==> src/rtl/fifo_pkg.sv <==
// fifo_pkg: shared sizing helpers and default pointer/count types for the FIFO
package fifo_pkg;
  function automatic int clog2(input int v);
    int r;
    r = 0;
    for (int x = v - 1; x > 0; x = x >> 1) r++;
    return r;
  endfunction
  localparam int FIFO_DEPTH = 16;
  localparam int FIFO_AW = clog2(FIFO_DEPTH);
  typedef logic [FIFO_AW-1:0] fifo_ptr_t;
  typedef logic [FIFO_AW:0] fifo_count_t;
endpackage

==> src/rtl/mem_fifo_sync_if.sv <==
// mem_fifo_sync_if: producer/consumer handshake, data and status bundle
interface mem_fifo_sync_if #(parameter int WIDTH = 8, parameter int DEPTH = 16);
  localparam int AW = fifo_pkg::clog2(DEPTH);
  logic CLR;
  logic WR_EN;
  logic [WIDTH-1:0] DATA_IN;
  logic RD_EN;
  logic [WIDTH-1:0] DATA_OUT;
  logic FULL;
  logic EMPTY;
  logic ALMOST_FULL;
  logic ALMOST_EMPTY;
  logic [AW:0] COUNT;
  logic OVERFLOW;
  logic UNDERFLOW;
  modport master (output CLR, WR_EN, DATA_IN, RD_EN,
                  input DATA_OUT, FULL, EMPTY, ALMOST_FULL, ALMOST_EMPTY, COUNT, OVERFLOW, UNDERFLOW);
  modport slave (input CLR, WR_EN, DATA_IN, RD_EN,
                 output DATA_OUT, FULL, EMPTY, ALMOST_FULL, ALMOST_EMPTY, COUNT, OVERFLOW, UNDERFLOW);
endinterface

==> src/rtl/mem_array.sv <==
// mem_array: register-file memory, synchronous write, asynchronous read
module mem_array
  import fifo_pkg::*;
#(
  parameter int WIDTH = 8,
  parameter int DEPTH = 16
) (
  input  logic                      CLK,
  input  logic                      WE,
  input  logic [clog2(DEPTH)-1:0]   WADDR,
  input  logic [WIDTH-1:0]          WDATA,
  input  logic [clog2(DEPTH)-1:0]   RADDR,
  output logic [WIDTH-1:0]          RDATA
);
  logic [WIDTH-1:0] mem [DEPTH];
  always_ff @(posedge CLK) if (WE) mem[WADDR] <= WDATA;
  assign RDATA = mem[RADDR];
endmodule

==> src/rtl/mem_fifo_sync.sv <==
// mem_fifo_sync: first-word-fall-through synchronous FIFO with occupancy, almost and sticky error flags
module mem_fifo_sync
  import fifo_pkg::*;
#(
  parameter int WIDTH    = 8,
  parameter int DEPTH    = 16,
  parameter int AF_LEVEL = DEPTH - 2,
  parameter int AE_LEVEL = 2
) (
  input logic CLK,
  input logic RST,
  mem_fifo_sync_if.slave f
);
  localparam int AW = clog2(DEPTH);
  localparam logic [AW:0] FULL_CNT = (AW+1)'(DEPTH);
  localparam logic [AW:0] AF_CNT = (AW+1)'(AF_LEVEL);
  localparam logic [AW:0] AE_CNT = (AW+1)'(AE_LEVEL);
  logic [AW-1:0] wr_ptr_q, wr_ptr_d, rd_ptr_q, rd_ptr_d;
  logic [AW:0] count_q, count_d;
  logic ovf_q, ovf_d, udf_q, udf_d;
  logic rd_ok, wr_ok, empty, full, we;
  logic [WIDTH-1:0] rdata;
  assign empty = count_q == '0;
  assign full = count_q == FULL_CNT;
  always_comb begin
    rd_ok = f.RD_EN & ~empty;
    wr_ok = f.WR_EN & (~full | rd_ok);
    we = wr_ok & ~f.CLR & ~RST;
    wr_ptr_d = f.CLR ? '0 : wr_ptr_q + {{(AW-1){1'b0}}, wr_ok};
    rd_ptr_d = f.CLR ? '0 : rd_ptr_q + {{(AW-1){1'b0}}, rd_ok};
    count_d = f.CLR ? '0 : count_q + {{AW{1'b0}}, wr_ok} - {{AW{1'b0}}, rd_ok};
    ovf_d = f.CLR ? 1'b0 : ovf_q | (f.WR_EN & ~wr_ok);
    udf_d = f.CLR ? 1'b0 : udf_q | (f.RD_EN & ~rd_ok);
  end
  always_ff @(posedge CLK) begin
    if (RST) begin
      wr_ptr_q <= '0;
      rd_ptr_q <= '0;
      count_q <= '0;
      ovf_q <= 1'b0;
      udf_q <= 1'b0;
    end else begin
      wr_ptr_q <= wr_ptr_d;
      rd_ptr_q <= rd_ptr_d;
      count_q <= count_d;
      ovf_q <= ovf_d;
      udf_q <= udf_d;
    end
  end
  mem_array #(.WIDTH(WIDTH), .DEPTH(DEPTH)) u_mem (
    .CLK(CLK), .WE(we), .WADDR(wr_ptr_q), .WDATA(f.DATA_IN), .RADDR(rd_ptr_q), .RDATA(rdata)
  );
  assign f.DATA_OUT = empty ? '0 : rdata;
  assign f.FULL = full;
  assign f.EMPTY = empty;
  assign f.ALMOST_FULL = count_q >= AF_CNT;
  assign f.ALMOST_EMPTY = count_q <= AE_CNT;
  assign f.COUNT = count_q;
  assign f.OVERFLOW = ovf_q;
  assign f.UNDERFLOW = udf_q;
endmodule

==> src/flat_wrapper.sv <==
// flat-port wrapper written by rule: the top's interface ports become plain ports
module mem_fifo_sync_flat import fifo_pkg::*;
#(
  parameter int WIDTH    = 8,
  parameter int DEPTH    = 16,
  parameter int AF_LEVEL = DEPTH - 2,
  parameter int AE_LEVEL = 2
)
  (CLK, RST, f_CLR, f_WR_EN, f_DATA_IN, f_RD_EN, f_DATA_OUT, f_FULL, f_EMPTY, f_ALMOST_FULL, f_ALMOST_EMPTY, f_COUNT, f_OVERFLOW, f_UNDERFLOW);
  mem_fifo_sync_if #(.WIDTH(WIDTH), .DEPTH(DEPTH)) f_i ();
  input logic CLK;
  input logic RST;
  input wire logic [$bits(f_i.CLR)-1:0] f_CLR;
  input wire logic [$bits(f_i.WR_EN)-1:0] f_WR_EN;
  input wire logic [$bits(f_i.DATA_IN)-1:0] f_DATA_IN;
  input wire logic [$bits(f_i.RD_EN)-1:0] f_RD_EN;
  output wire logic [$bits(f_i.DATA_OUT)-1:0] f_DATA_OUT;
  output wire logic [$bits(f_i.FULL)-1:0] f_FULL;
  output wire logic [$bits(f_i.EMPTY)-1:0] f_EMPTY;
  output wire logic [$bits(f_i.ALMOST_FULL)-1:0] f_ALMOST_FULL;
  output wire logic [$bits(f_i.ALMOST_EMPTY)-1:0] f_ALMOST_EMPTY;
  output wire logic [$bits(f_i.COUNT)-1:0] f_COUNT;
  output wire logic [$bits(f_i.OVERFLOW)-1:0] f_OVERFLOW;
  output wire logic [$bits(f_i.UNDERFLOW)-1:0] f_UNDERFLOW;
  assign f_i.CLR = f_CLR;
  assign f_i.WR_EN = f_WR_EN;
  assign f_i.DATA_IN = f_DATA_IN;
  assign f_i.RD_EN = f_RD_EN;
  assign f_DATA_OUT = f_i.DATA_OUT;
  assign f_FULL = f_i.FULL;
  assign f_EMPTY = f_i.EMPTY;
  assign f_ALMOST_FULL = f_i.ALMOST_FULL;
  assign f_ALMOST_EMPTY = f_i.ALMOST_EMPTY;
  assign f_COUNT = f_i.COUNT;
  assign f_OVERFLOW = f_i.OVERFLOW;
  assign f_UNDERFLOW = f_i.UNDERFLOW;
  mem_fifo_sync #(.WIDTH(WIDTH), .DEPTH(DEPTH), .AF_LEVEL(AF_LEVEL), .AE_LEVEL(AE_LEVEL)) u_core (.CLK(CLK), .RST(RST), .f(f_i));
endmodule
==> config.mk <==
export PLATFORM = sky130hd
export DESIGN_NAME = mem_fifo_sync_flat
export DESIGN_NICKNAME = d
export VERILOG_FILES = /design/src/rtl/fifo_pkg.sv /design/src/rtl/mem_fifo_sync_if.sv /design/src/rtl/mem_array.sv /design/src/rtl/mem_fifo_sync.sv /design/src/flat_wrapper.sv
export SDC_FILE = /design/constraint.sdc
export NUM_CORES = 1
export LEC_CHECK = 0
export BUFFER_PORTS_ARGS = -buffer_cell sky130_fd_sc_hd__buf_2
export CELL_PAD_IN_SITES_DETAIL_PLACEMENT = 0
export CELL_PAD_IN_SITES_GLOBAL_PLACEMENT = 1
export CORE_ASPECT_RATIO = 0.75
export CORE_UTILIZATION = 56
export DETAILED_ROUTE_END_ITERATION = 8
export MAX_ROUTING_LAYER = met4
export PLACE_DENSITY = 0.86
export SLEW_MARGIN = 20
export SYNTH_ARGS = -nofsm -noshare
export SYNTH_HDL_FRONTEND = slang
export SYNTH_SLANG_ARGS = --single-unit
==> constraint.sdc <==
create_clock -name CLK -period 5.8 [get_ports CLK]
set_input_delay 0.29 -clock CLK [delete_from_list [all_inputs] [get_ports CLK]]
set_output_delay 0.29 -clock CLK [all_outputs]
set_load 0.02 [all_outputs]
---- Word level (Yosys, flattened, before mapping) ----
Memories as Yosys holds them, arrays and structs flattened. A register that Yosys moved wholly into a read port is not among the register bits.
Cells that the tools add are included.
W data, S select, Z words.
word-level totals
  register bits ........................... 15
  memory bits (writable) .................. 128
  logic and storage cells ................. 34
  memories kept ........................... 1
memories
  name              words  bits a word  rd ports  clocked after memory_dff  wr ports  line             text
  u_core.u_mem.mem  16     8            1         1                         1         mem_array.sv:15  logic [WIDTH-1:0] mem [DEPTH];
cells by class
  add/subtract/negate cells ............... 4
  $lt $le $gt $ge ......................... 2
  equality and inequality tests ........... 1
  multiplexer cells ....................... 4
  bitwise logic cells ..................... 15
  reductions and logical operators ........ 2
operator list
  operator              number
  $add A4 B1 Y4         2
  $mux W8               1
  $and A1 B1 Y1         6
  $not A1 Y1            6
  $add A5 B1 Y5         1
  $eq A5 B5 Y1 const B  1
  $ge A5 B4 Y1 const B  1
  $le A5 B2 Y1 const B  1
  $logic_not A5 Y1      1
  $sub A5 B1 Y5         1
  $mux W4               1
  $or A1 B1 Y1          3
  $mux W1               2
  $reduce_or A2 Y1      1

---- Depth between registers and ports, before layout ----
Gate-level depths: netlist of run 1.
  depth in word-level cells ............... 9
  depth in mapped cells ................... 13
  gate-level depth less buffers ........... 13

---- By module ----
Synthesis of run 1 repeated with hierarchy kept, for this count alone.
second synthesis, totals
  cells, all modules ...................... 318
  area total of the unflattened synthesis .. 5896.9 um2
modules (own cells, without submodules)
  module         times used  cells an instance  area each (um2)  seq. area each (um2)
  mem_array      1           221                4987.3           3843.7
  mem_fifo_sync  1           97                 909.6            300.3

---- Worst setup path before layout of run 1 ----
OpenSTA, ideal clock, no wires.
  path type ............................... register -> register
  start ................................... reg u_core.count_q[2] (netlist: u_core.f.COUNT[2])
  end ..................................... mem u_core.u_mem.mem[9][0] (enable)
  setup time .............................. 0.385 ns
  arrival ................................. 2.234 ns
  required time ........................... 5.415 ns
  path slack .............................. 3.181 ns
  stages on the path, launching flop included .. 9
  path buffers ............................ 0
  period minus slack after synthesis ...... 2.619 ns
  cells stage by stage .................... dfxtp_1 -> inv_1 -> ha_1 -> and4bb_2 -> nand2_1 -> nand2_1 -> inv_1 -> nand3_1 -> nor3b_1
RTL lines
  item                           line                 text
  from (decl)                    mem_fifo_sync.sv:19  logic [AW:0] count_q, count_d;
  from (signal assigned)         mem_fifo_sync.sv:45  count_q <= count_d;
  $eq A5 B5 Y1                   mem_fifo_sync.sv:24  assign full = count_q == FULL_CNT;
  net f_FULL                     flat_wrapper.sv:18   output wire logic [$bits(f_i.FULL)-1:0] f_FULL;
  $not A1 Y1                     mem_fifo_sync.sv:27  wr_ok = f.WR_EN & (~full | rd_ok);
  $or A1 B1 Y1                   mem_fifo_sync.sv:27
  $and A1 B1 Y1                  mem_fifo_sync.sv:27
  $and A1 B1 Y1 (2 in a row)     mem_fifo_sync.sv:28  we = wr_ok & ~f.CLR & ~RST;
  $mux W1                        mem_array.sv:16      always_ff @(posedge CLK) if (WE) mem[WADDR] <= WDATA;
  $mux W1 (implied by the code)  mem_array.sv:16
  to (decl)                      mem_array.sv:15
The timed path passes the listed nets, and every way through them passes these cells.

---- Worst setup path after layout of run 1 ----
  start ................................... reg u_core.count_q[2] (netlist: u_core.f.COUNT[2])
  end ..................................... reg u_core.count_q[4] (netlist: u_core.f.COUNT[4])
between the ends
  cells in the longest elaborated chain, start to end .. 7
ends and longest elaborated chain
  item               line                 text
  $logic_not A5 Y1   mem_fifo_sync.sv:23  assign empty = count_q == '0;
  $not A1 Y1         mem_fifo_sync.sv:26  rd_ok = f.RD_EN & ~empty;
  $and A1 B1 Y1      mem_fifo_sync.sv:26
  $or A1 B1 Y1       mem_fifo_sync.sv:27
  $and A1 B1 Y1      mem_fifo_sync.sv:27
  $add A5 B1 Y5      mem_fifo_sync.sv:31  count_d = f.CLR ? '0 : count_q + {{AW{1'b0}}, wr_ok} - {{AW{1'b0}}, rd_ok};
  $sub A5 B1 Y5 (*)  mem_fifo_sync.sv:31
Mark *: on every way between the ends. The rest lies on a longest branch, timed or not.
A chain may end at the register's enable or synchronous reset.

==> qor_table.md, run 1 <==
| Result | This run |
| --- | --- |
| Peak Freq | 331 MHz |
| Worst vdd rail ir drop | 0.253 mV |
| Io pins | 32 |
| Setup violation total in the final timing report | 0 |
| Data arrival time of the critical path | 3.31 ns |
| Total via count after detailed routing | 2975 |
| Fraction of synthesized cell area taken by the top area cell type | 65.2% |
| Relative contribution of sequential cells to total power | 43.5% |
| Total routed wirelength | 10.9 mm |
| Path type of the worst setup path | flip-flop to flip-flop |
| Met2 routed WL | 5.12 mm |
| Total Neg Setup Slack | 0 ns |
| Post-cts repair resize count | 0 |
| Cell Rows | 32 |
| Synthesized area per cell | 18.4 um2 |
| Post-synth top area cell | sky130_fd_sc_hd__edfxtp_1 |
| Hold-fix buffer count after cts | 0 |
| Register area share after synthesis | 70.3% |
| Die height | 90.9 um |
| Tightest Hold Check Type | input pin to flip-flop |
| CTS H-tree depth | 4 |
| Cells traversed along the worst timing path | inv_1 -> ha_1 -> nor4b_4 -> nor2_1 -> ha_1 -> inv_1 -> ha_1 -> inv_1 -> fa_1 -> o21bai_1 -> a21oi_1 -> xnor2_1 -> nor2_1 |
| Nets | 388 |
| Clock tree from TritonCTS | yes |
| Share of cells above drive strength 1 | 25.1% |
| Number of antenna-violating nets in the routed design | 0 |
| Yosys reg bits | 143 |
| Warnings from Yosys | 0 |
| Final core utilization | 65.4% |
| Total routed wire length on the met1 layer | 4.83 mm |
| Initial antenna violation count | 0 |
| Final Hold Fails | 0 |
| Endpoint required time on the critical path | 6.09 ns |
| Total of buffers placed on input and output ports | 31 |
| Gate family responsible for the most delay along the worst path | adder cells |
| Largest stage delay on the critical path | 0.64 ns |
| Routability-driven placement congestion ratio | 0.755 |
| Root buffer selected by CTS | sky130_fd_sc_hd__clkbuf_16 |
| Leading cell type by number of instances after synthesis | sky130_fd_sc_hd__edfxtp_1 |
| Wire length of the first global-routing pass | 17.3 mm |
| Combinational share of power | 21.5% |
| Largest net degree at the start of global routing | 36 |
| Fraction of registers with async set/reset | 0% |
| Switching power | 809 uW |
| Final critical-path required period | 3.02 ns |
| Global-route total usage across every layer | 23.1% |
| Post-synthesis instance total | 320 |
| Area inside the core boundary | 10200 um2 |
| Routed vias/inst | 5.83 |
| Leftover overflow at the end of global routing | 0 |
| Worst Setup End Kind | flip-flop |
| Die extent in x | 120 um |
| Num CTS Buffers | 17 |
| Drt drc | 0 |
| Power per cell area | 408 nW/um2 |
| Total number of clock tree sinks | 143 |
| Number of library cell types mapped by synthesis | 36 |
| Count of flip-flops with a built-in enable after synthesis | 128 |
| Detail Route met3 WL | 831 um |
| Largest buffer count on any clock path | 2 |
| Worst max-slew margin expressed relative to the limit | 33.7% |
| Setup repair after global routing missed its margin | no |
| Maximum Capacitance Violations | 0 |
| Clock Latency Late Sink | 0.42 ns |
| Number of global-route vias before repair | 3010 |
| Post-CTS setup repair buffer count | 0 |
| Placement-stage worst setup slack | 2.49 ns |
| Top Layer Used | met4 |
| Area growth syn-to-layout | 13.7% |
| Area of the die | 10900 um2 |
| Minimum setup slack in the final design | 2.78 ns |
| Switching power share of the total | 29.6% |
| Critical path launch point type | flip-flop |
| Reg clk slew, reported paths | 0.06 ns |
| Final routed wire length divided by cell count | 21.4 um |
| Worst-Margin Slew | 0.995 ns |
| Crit-path max FO | 13 |
| Initial core utilization | 57.5% |
| Portion of total power attributed to the clock network | 35.0% |
| Worst Clk Skew | 0.0107 ns |
| Mapped Area | 5900 um2 |
| Syn_nets | 347 |
| Run status | complete, no violations |
| Final slew viol count | 0 |
| Antenna cell count | 0 |
| Buffer and inverter count on the worst path | 3 |
| Fraction of the cycle the final worst path needs | 52.1% |
| Half-perimeter wire length of the detailed placement result | 6.82 mm |
| Static leakage | 2.23 nW |
| Cell types occupying the most area after synthesis | sky130_fd_sc_hd__edfxtp_1, sky130_fd_sc_hd__mux4_2, sky130_fd_sc_hd__dfxtp_1 |
| Drt first-iter violations | 220 |
| Top cell types by occurrence after synthesis | sky130_fd_sc_hd__edfxtp_1, sky130_fd_sc_hd__nor2_1, sky130_fd_sc_hd__mux4_2 |
| Internal | 1.92 mW |
| Slowest CP cell | sky130_fd_sc_hd__nor4b_4 |
| Prevailing post-synth register cell | sky130_fd_sc_hd__edfxtp_1 |
| Drt pass-1 iters | 4 |
-- worst register-to-register path: stages (launching register included) --
cell                       delay, ns
sky130_fd_sc_hd__dfxtp_1        0.34
sky130_fd_sc_hd__inv_1          0.11
sky130_fd_sc_hd__ha_1           0.20
sky130_fd_sc_hd__nor4b_4        0.64
sky130_fd_sc_hd__nor2_1         0.17
sky130_fd_sc_hd__ha_1           0.32
sky130_fd_sc_hd__inv_1          0.06
sky130_fd_sc_hd__ha_1           0.16
sky130_fd_sc_hd__inv_1          0.06
sky130_fd_sc_hd__fa_1           0.40
sky130_fd_sc_hd__o21bai_1       0.15
sky130_fd_sc_hd__a21oi_1        0.10
sky130_fd_sc_hd__xnor2_1        0.13
sky130_fd_sc_hd__nor2_1         0.05
-- through the flow --
| stage | cells | cell area, um2 | power (mW) | hold WS, ns |
|---|---|---|---|---|
| after detailed placement | 478 | 6170 | 1.79 | 0.469 |
| after global routing | 510 | 6700 | 2.85 | 0.190 |
| final | 510 | 6700 | 2.73 | 0.146 |
| after global placement | 478 | 6170 | 1.77 | 0.443 |
| after CTS | 510 | 6690 | 2.74 | 0.133 |
| after floorplan | 320 | 5900 | 1.61 | 0.389 |
-- kinds of logic after synthesis --
group           Yosys count  share of synthesized area, %
flops                   143                          70.3
simple gates             61                          5.43
mux                      40                          14.3
buf+inv                  30                          2.89
compound gates           25                          2.97
fa+ha+maj                14                          3.10
xor+xnor                  7                          1.04
-- cell type report --
cell class,instances,area (um2)
inverter,12,45.0
tap,136,170
clock inverter,13,90.1
sequential,143,4150
multi-input combinational,147,1600
fill,673,3550
clock buffer,19,433
timing repair buffer,40,223
-- final timing paths --
check	from	end	slack, ns	depth (start not counted)
worst max register to register	u_core.f.COUNT[2]	u_core.f.COUNT[4]	2.78	13
worst min register to register	u_core.f.OVERFLOW	u_core.f.OVERFLOW	0.48	2
worst max-delay path	u_core.f.COUNT[2]	u_core.f.COUNT[4]	2.78	13
worst min-delay path	f_RD_EN	u_core.f.UNDERFLOW	0.15	3
-- metal layers --
layer,GRT usage (%),up-vias
li1,-,1361
met1,31.7,1490
met2,33.5,109
met3,6.06,15
met4,8.54,0
met5,-,-
-- flip-flops by register name, indices dropped and copies added, names as in the netlist --
| register | flops |
|---|---|
| u_core.f.COUNT | 5 |
| u_core.f.OVERFLOW | 1 |
| u_core.f.UNDERFLOW | 1 |
| u_core.rd_ptr_q | 4 |
| u_core.u_mem.mem | 128 |
| u_core.wr_ptr_q | 4 |
-- power by group through the flow --
stage	clock, mW	sequential (mW)	combinational, mW
after floorplan	0	1.20	0.410
after global placement	0	1.21	0.563
after detailed placement	0	1.21	0.576
after CTS	0.969	1.19	0.580
after global routing	1.01	1.20	0.641
final	0.957	1.19	0.587
-- cells in the final DEF (no fill, tap or decap), types with 2 or more instances in the layout --
cell type / Yosys / routed
sky130_fd_sc_hd__a211oi_1: 16 / 16
sky130_fd_sc_hd__a21oi_1: 4 / 4
sky130_fd_sc_hd__and2_1: 5 / 5
sky130_fd_sc_hd__buf_2: 3 / 31
sky130_fd_sc_hd__buf_4: 6 / 9
sky130_fd_sc_hd__clkbuf_1: 5 / 2
sky130_fd_sc_hd__clkbuf_16: 0 / 17
sky130_fd_sc_hd__clkinv_2: 0 / 4
sky130_fd_sc_hd__clkinv_4: 0 / 3
sky130_fd_sc_hd__clkinvlp_4: 0 / 3
sky130_fd_sc_hd__dfxtp_1: 15 / 14
sky130_fd_sc_hd__edfxtp_1: 128 / 128
sky130_fd_sc_hd__ha_1: 13 / 13
sky130_fd_sc_hd__inv_1: 12 / 12
sky130_fd_sc_hd__inv_6: 0 / 2
sky130_fd_sc_hd__mux2i_1: 8 / 8
sky130_fd_sc_hd__mux4_1: 11 / 11
sky130_fd_sc_hd__mux4_2: 21 / 21
sky130_fd_sc_hd__nand2_1: 6 / 6
sky130_fd_sc_hd__nand3_1: 4 / 4
sky130_fd_sc_hd__nand3b_1: 3 / 3
sky130_fd_sc_hd__nor2_1: 22 / 22
sky130_fd_sc_hd__nor2b_1: 8 / 8
sky130_fd_sc_hd__nor3b_1: 2 / 2
sky130_fd_sc_hd__nor4_1: 4 / 4
sky130_fd_sc_hd__o21bai_1: 2 / 2
sky130_fd_sc_hd__or3_1: 2 / 2
sky130_fd_sc_hd__xnor2_1: 6 / 6
No activity file was read; power rests on OpenSTA's default activity.
==> inputs of run 2 (changes only) <==
- ABC_AREA: not set -> 1
- CORE_UTILIZATION: 56 -> 48
- PLACE_DENSITY: 0.86 -> 0.81
- clock period: 5.8 -> 3 ns (I/O delays scaled with it)
==> qor_table.md, run 2 <==
| Result | This run | Change |
| --- | --- | --- |
| Run status | complete, no violations |  |
| Setup repair after global routing missed its margin | no |  |
| Drt pass-1 iters | 5 | +1 |
| Hold-fix buffer count after cts | 0 | unchanged |
| Biggest register | u_core.u_mem.mem |  |
| Peak Freq | 410 MHz | +24% |
| Post-CTS setup repair buffer count | 0 | unchanged |
| Path type of the worst setup path | flip-flop to flip-flop |  |
| Register area share after synthesis | 67.3% | -3.0 points |
| Leading cell type in the layout, fill and taps excluded | sky130_fd_sc_hd__nand2_1 |  |
| Synthesized area per cell | 10.6 um2 | -42% |
| Crit path to | u_core.f.COUNT[4] |  |
| Total routed wirelength | 13.4 mm | +23% |
| Number of global-route vias before repair | 3897 | +29% |
| Total number of clock tree sinks | 143 | unchanged |
| Drt drc | 0 | unchanged |
| Area growth syn-to-layout | 13.8% | about the same |
| Mapped Area | 6160 um2 | +4.5% |
| Fraction of registers with async set/reset | 0% | unchanged |
| Data arrival time of the critical path | 2.79 ns | -0.52 ns |
| R2R Path Start | u_core.f.COUNT[2] |  |
| Reg clk slew, reported paths | 0.06 ns | about the same |
| Register-to-Register Setup Slack | 0.56 ns | -2.22 ns |
| Total via count after detailed routing | 4109 | +38% |
| Top cell types by occurrence after synthesis | sky130_fd_sc_hd__nand2_1, sky130_fd_sc_hd__edfxtp_1, sky130_fd_sc_hd__nor2_1 |  |
| Number of antenna-violating nets in the routed design | 0 | unchanged |
| Initial antenna violation count | 0 | unchanged |
| Worst max-slew margin expressed relative to the limit | 48.7% | +15 points |
| Antenna cell count | 0 | unchanged |
| Portion of total power attributed to the clock network | 37.7% | +2.7 points |
| Cell types occupying the most area after synthesis | sky130_fd_sc_hd__edfxtp_1, sky130_fd_sc_hd__nand2_1, sky130_fd_sc_hd__dfxtp_1 |  |
| Worst Clk Skew | 0.00974 ns | -0.00100 ns |
| Worst Hold Path Cells | 3 | unchanged |
| Post-synth top area cell | sky130_fd_sc_hd__edfxtp_1 |  |
| Worst-Margin Slew | 0.767 ns | -0.228 ns |
| Die extent in x | 133 um | +10% |
| CTS H-tree depth | 4 | unchanged |
| Final critical-path required period | 2.44 ns | -0.580 ns |
| Largest net degree at the start of global routing | 75 | +110% |
| Prevailing post-synth register cell | sky130_fd_sc_hd__edfxtp_1 |  |
| Worst r2r path cells | 15 | +2 |
| Global-route total usage across every layer | 22.6% | -0.47 points |
| Final slew viol count | 0 | unchanged |
| Worst vdd rail ir drop | 0.474 mV | +87% |
| Final routed wire length divided by cell count | 16.9 um | -21% |
| Endpoint required time on the critical path | 3.35 ns | -2.74 ns |
| Tightest Hold Check Type | input pin to flip-flop |  |
| Share of cells above drive strength 1 | 11.8% | -13 points |
| Area of placed instances | 6410 um2 | +3.9% |
| Total Neg Setup Slack | 0 ns | unchanged |
| Wire length of the first global-routing pass | 20.9 mm | +21% |
| Switching power | 1.68 mW | +110% |
| Combinational share of power | 22.6% | +1.1 points |
| Nets | 641 | +65% |
| Io pins | 32 | unchanged |
| Final Hold Fails | 0 | unchanged |
| End of the worst register-to-register path | u_core.f.COUNT[4] |  |
| Internal | 3.98 mW | +110% |
| Switching power share of the total | 29.6% | about the same |
| Half-perimeter wire length of the detailed placement result | 9.03 mm | +32% |
| Cell Rows | 35 | +9.4% |
| Fraction of the cycle the final worst path needs | 81.3% | +29 points |
| Yosys reg bits | 143 | unchanged |
| Fraction of synthesized cell area taken by the top area cell type | 62.4% | -2.8 points |
| Largest buffer count on any clock path | 2 | unchanged |
| Die height | 100 um | +10% |
| Syn_nets | 606 | +75% |
| Max reg flops | 128 | unchanged |
| Crit-path max FO | 4 | -9 |
| Post-cts repair resize count | 0 | unchanged |
| Number of library cell types mapped by synthesis | 25 | -31% |
| Power per cell area | 807 nW/um2 | +98% |
| Count of flip-flops with a built-in enable after synthesis | 128 | unchanged |
| Minimum setup slack in the final design | 0.561 ns | -2.22 ns |
| Area inside the core boundary | 12400 um2 | +21% |
| Warnings from Yosys | 0 | unchanged |
| Maximum Capacitance Violations | 0 | unchanged |
| Critical path launch point type | flip-flop |  |
| Total of buffers placed on input and output ports | 31 | unchanged |
| Worst Setup End Kind | flip-flop |  |
| Clock Latency Late Sink | 0.42 ns | about the same |
| Placement-stage worst setup slack | 0.609 ns | -1.88 ns |
| Root buffer selected by CTS | sky130_fd_sc_hd__clkbuf_16 |  |
| Setup violation total in the final timing report | 0 | unchanged |
| Highest-count cells in the layout ignoring fill and taps | sky130_fd_sc_hd__nand2_1, sky130_fd_sc_hd__edfxtp_1, sky130_fd_sc_hd__nor2_1, sky130_fd_sc_hd__a21oi_1 |  |
| Final core utilization | 56.6% | -8.8 points |
| Initial core utilization | 49.7% | -7.8 points |
| Post-synthesis instance total | 579 | +81% |
| Drt first-iter violations | 310 | +41% |
| Leading cell type by number of instances after synthesis | sky130_fd_sc_hd__nand2_1 |  |
| Routability-driven placement congestion ratio | 0.898 | +19% |
| Routed vias/inst | 5.19 | -11% |
| Num CTS Buffers | 17 | unchanged |
| Worst setup path start | u_core.f.COUNT[2] |  |
| Static leakage | 2.74 nW | +23% |
| Clock tree from TritonCTS | yes |  |
| Leftover overflow at the end of global routing | 0 | unchanged |
| Total power of the final layout | 5.66 mW | +110% |
| Layout Cell Area excl Fill | 7010 um2 | +4.6% |
| Area of the die | 13300 um2 | +21% |
| Relative contribution of sequential cells to total power | 39.7% | -3.8 points |
[run 2: cell count changes in the layout (fill, tap and decap cells not counted), sizes merged, moves of 4 or more]
cell	previous run	this run
a211oi	16	0
a21oi	4	44
and2	5	0
bufinv	0	4
inv	14	41
mux2i	8	0
mux4	32	0
nand2	6	199
nand3	4	37
nor2	22	56
nor2b	8	0
nor4	4	0
o21ai	1	13
xnor2	6	2
[run 2: layer usage]
metal | global-route usage [%] | up-vias | wire length, um | share of wire [%]
met5 | - | - | 0 | 0
met4 | 9.73 | 0 | 246 | 1.8
met3 | 5.15 | 23 | 773 | 5.8
met2 | 32.8 | 114 | 6000 | 45
met1 | 30.7 | 1971 | 6370 | 48
li1 | - | 2001 | - | -
[run 2: cell families after synthesis]
kind of cell             synth area share (%)
AO/OA/AOI/OAI                            4.98
flip-flops                               67.3
adder cells (fa/ha/maj)                  2.97
buffers and inverters                    5.20
XOR/XNOR                                0.284
AND/OR/NAND/NOR                          19.3
[run 2: power groups by stage]
stage / Sequential [mW] / Combinational, mW / Clock, mW
finish: 2.25 / 1.28 / 2.14
global route: 2.25 / 1.43 / 2.24
floorplan: 2.32 / 0.843 / 0
detailed placement: 2.29 / 1.28 / 0
CTS: 2.25 / 1.29 / 2.17
global placement: 2.28 / 1.26 / 0
[run 2: area by class of cell]
| cell class | instances | area, um2 |
|---|---|---|
| Tap cell | 166 | 208 |
| Inverter | 43 | 161 |
| Clock buffer | 18 | 429 |
| Timing Repair Buffer | 37 | 200 |
| Multi-Input combinational cell | 372 | 1700 |
| Clock inverter | 12 | 170 |
| Fill cell | 1036 | 5380 |
| Sequential cell | 143 | 4150 |
[run 2: worst min-delay path by stage]
| stage | slack, ns | startpoint | end |
|---|---|---|---|
| floorplan | 0.25 | f_DATA_IN[0] | u_core.u_mem.mem[0][0] |
| global placement | 0.45 | u_core.f.UNDERFLOW | u_core.f.UNDERFLOW |
| detailed placement | 0.46 | u_core.f.UNDERFLOW | u_core.f.UNDERFLOW |
| CTS | 0.03 | RST | u_core.f.UNDERFLOW |
| global route | 0.03 | RST | u_core.f.UNDERFLOW |
| finish | 0.04 | RST | u_core.f.UNDERFLOW |
[run 2: metrics by stage]
stage	instances	hold slack, ns
finish	791	0.0378
global route	791	0.0315
CTS	791	0.0263
detailed placement	761	0.458
global placement	761	0.446
floorplan	579	0.249
[run 2: critical path, cell delays in order (launching register included)]
cell and delay (ns):
sky130_fd_sc_hd__dfxtp_1 0.38, sky130_fd_sc_hd__inv_1 0.10, sky130_fd_sc_hd__ha_1 0.24, sky130_fd_sc_hd__nand3_1 0.11, sky130_fd_sc_hd__nand2_1 0.08, sky130_fd_sc_hd__inv_1 0.08, sky130_fd_sc_hd__ha_1 0.22, sky130_fd_sc_hd__inv_1 0.06
sky130_fd_sc_hd__ha_1 0.16, sky130_fd_sc_hd__inv_1 0.05, sky130_fd_sc_hd__fa_1 0.40, sky130_fd_sc_hd__o21ai_0 0.18, sky130_fd_sc_hd__a21oi_1 0.11, sky130_fd_sc_hd__nand2_1 0.07, sky130_fd_sc_hd__nand2_1 0.04, sky130_fd_sc_hd__nor2_1 0.11
==> inputs of run 3 (changes only) <==
- ABC_AREA: 1 -> 0
- CORE_UTILIZATION: 48 -> 52
- clock period: 3 -> 2.5 ns (I/O delays scaled with it)
==> qor_table.md, run 3 (synthesized netlist as in run 1, its figures left out) <==
| Result | This run | Change |
| --- | --- | --- |
| Run status | finished, violations left |  |
| Violated checks | DRC |  |
| Number of antenna-violating nets in the routed design | 0 | unchanged |
| Antenna cell count | 0 | unchanged |
| Worst Clk Skew | 0.00572 ns | -0.00402 ns |
| Biggest register | u_core.u_mem.mem |  |
| Clock Latency Late Sink | 0.42 ns | about the same |
| Register-to-Register Setup Slack | 0.11 ns | -0.45 ns |
| Power per cell area | 978 nW/um2 | +21% |
| Highest-count cells in the layout ignoring fill and taps | sky130_fd_sc_hd__edfxtp_1, sky130_fd_sc_hd__buf_2, sky130_fd_sc_hd__buf_4, sky130_fd_sc_hd__mux4_2, sky130_fd_sc_hd__nor2_1 |  |
| Final critical-path required period | 2.42 ns |  |
| Fraction of the cycle the final worst path needs | 96.6% |  |
| Wire length of the first global-routing pass | 18.3 mm | -12% |
| Io pins | 32 | unchanged |
| Global-route total usage across every layer | 23.2% | +0.56 points |
| Combined area of the multi-input logic cells | 1670 um2 | -1.7% |
| Routed vias/inst | 5.87 | +13% |
| Worst max-slew margin expressed relative to the limit | 37.3% | -11 points |
| Peak Freq | 414 MHz |  |
| Initial antenna violation count | 0 | unchanged |
| Endpoint required time on the critical path | 2.38 ns | -0.97 ns |
| Top Layer Used | met4 |  |
| Drt pass-1 iters | 6 | +1 |
| Max reg flops | 128 | unchanged |
| Path type of the worst setup path | flip-flop to output port |  |
| Minimum setup slack in the final design | 0.0841 ns | -0.477 ns |
| Maximum Capacitance Violations | 0 | unchanged |
| Num CTS Buffers | 17 | unchanged |
| Minimum hold slack | 0.102 ns | +0.0637 ns |
| Total power of the final layout | 6.93 mW | +23% |
| Area of the die | 11800 um2 | -11% |
| Die extent in x | 125 um | -5.9% |
| Placement-stage worst setup slack | -0.0537 ns | -0.662 ns |
| Detail Route met3 WL | 838 um | +8.4% |
| Area taken by flip-flops and latches | 4150 um2 | +0.18% |
| Root buffer selected by CTS | sky130_fd_sc_hd__clkbuf_16 |  |
| Count of fill cells added during filler insertion | 737 | -29% |
| Worst Setup End Kind | output port |  |
| Largest buffer count on any clock path | 2 | unchanged |
| Drt first-iter violations | 261 | -16% |
| Total number of clock tree sinks | 143 | unchanged |
| Static leakage | 2.42 nW | -12% |
| Drt drc | 8 | +8 |
| Routability-driven placement congestion ratio | 0.781 | -13% |
| Leading cell type in the layout, fill and taps excluded | sky130_fd_sc_hd__edfxtp_1 |  |
| Area growth syn-to-layout | 20.3% |  |
| Total routed wirelength | 11.9 mm | -12% |
| Cell Rows | 33 | -5.7% |
| Final routed wire length divided by cell count | 22.1 um | +31% |
| Tightest Hold Check Type | input pin to flip-flop |  |
| Total routed wire length on the met1 layer | 5.18 mm | -19% |
| Crit-path max FO | 14 | +10 |
| Data arrival time of the critical path | 2.29 ns | -0.50 ns |
| Reg clk slew, reported paths | 0.06 ns | about the same |
| Worst vdd rail ir drop | 0.516 mV | +8.8% |
| Total of buffers placed on input and output ports | 31 | unchanged |
| Worst-Margin Slew | 0.939 ns | +0.173 ns |
| Setup repair after global routing missed its margin | yes |  |
| Clock tree from TritonCTS | yes |  |
| Final Hold Fails | 0 | unchanged |
| Initial core utilization | 53.7% | +4.0 points |
| Final slew viol count | 0 | unchanged |
| Nets | 410 | -36% |
| Total via count after detailed routing | 3144 | -23% |
| Half-perimeter wire length of the detailed placement result | 7.35 mm | -19% |
| CTS H-tree depth | 4 | unchanged |
| Share of cells above drive strength 1 | 32.8% | +21 points |
| Final core utilization | 64.6% | +8.0 points |
| Met2 routed WL | 5.58 mm | -7.1% |
| Largest net degree at the start of global routing | 29 | -61% |
| Leftover overflow at the end of global routing | 0 | unchanged |
| Setup violation total in the final timing report | 0 | unchanged |
| Area inside the core boundary | 11000 um2 | -11% |
| Number of global-route vias before repair | 3159 | -19% |
| Die height | 94.2 um | -5.9% |
| Critical path launch point type | flip-flop |  |
-- run 3: cell count changes in the layout (fill, tap and decap cells not counted), sizes merged, moves of 5 or more --
cell	delta
nor2	-34
and2	+5
buf	+22
nor2b	+8
nand2	-193
mux2i	+8
mux4	+32
o21ai	-12
inv	-29
nand3	-33
a211oi	+16
a21oi	-40
-- run 3: per-layer routing --
metal	vias up	track usage [%]
met1	1591	30.8
met4	0	10.6
li1	1405	-
met3	23	5.98
met2	125	34.1
met5	-	-
-- run 3: path summary, 6_finish.rpt --
path,start,endpoint,depth (start not counted)
worst max register to register,u_core.f.COUNT[2],u_core.f.COUNT[4],13
worst min register to register,u_core.f.OVERFLOW,u_core.f.OVERFLOW,2
worst max-delay path,u_core.rd_ptr_q[1],f_DATA_OUT[0],6
worst min-delay path,f_DATA_IN[4],u_core.u_mem.mem[5][4],1
-- run 3: stage by stage --
stage	instance area (um2)	setup TNS, ns	std cells
floorplan	5900	-1.09	320
global placement	6330	0	499
detailed placement	6330	-0.0537	499
CTS	7030	0	534
global route	7090	-0.0504	536
finish	7090	0	536
-- run 3: worst max-delay path: stages (launching register included) --
cell                       delay, ns
sky130_fd_sc_hd__dfxtp_4        0.37
sky130_fd_sc_hd__buf_12         0.17
sky130_fd_sc_hd__mux4_1         0.59
sky130_fd_sc_hd__nor2b_1        0.16
sky130_fd_sc_hd__a211oi_2       0.26
sky130_fd_sc_hd__a211oi_1       0.09
sky130_fd_sc_hd__buf_2          0.21
-- run 3: cell type report --
cell class	instances	share of cell area, %
tap	140	2.47
clock buffer	19	6.10
sequential	143	58.6
clock inverter	13	2.40
multi-input combinational	147	23.5
timing repair buffer	62	6.30
inverter	12	0.670
-- run 3: repair_timing --
| action | in CTS | in global routing |
|---|---|---|
| hold endpoints to repair | 2 | 0 |
| hold buffers | 2 | 0 |
| setup endpoints to repair | 7 | 9 |
| setup buffers | 0 | 2 |
| gates resized for setup | 9 | 13 |
| pin swaps | 1 | 7 |
| cloned | 1 | 0 |
-- run 3: where the power goes --
group	total, mW	internal (mW)	switching (mW)
Combinational	1.64	0.696	0.942
Sequential	2.72	2.66	0.0682
Clock	2.57	1.65	0.917
Total	6.93	5.01	1.93
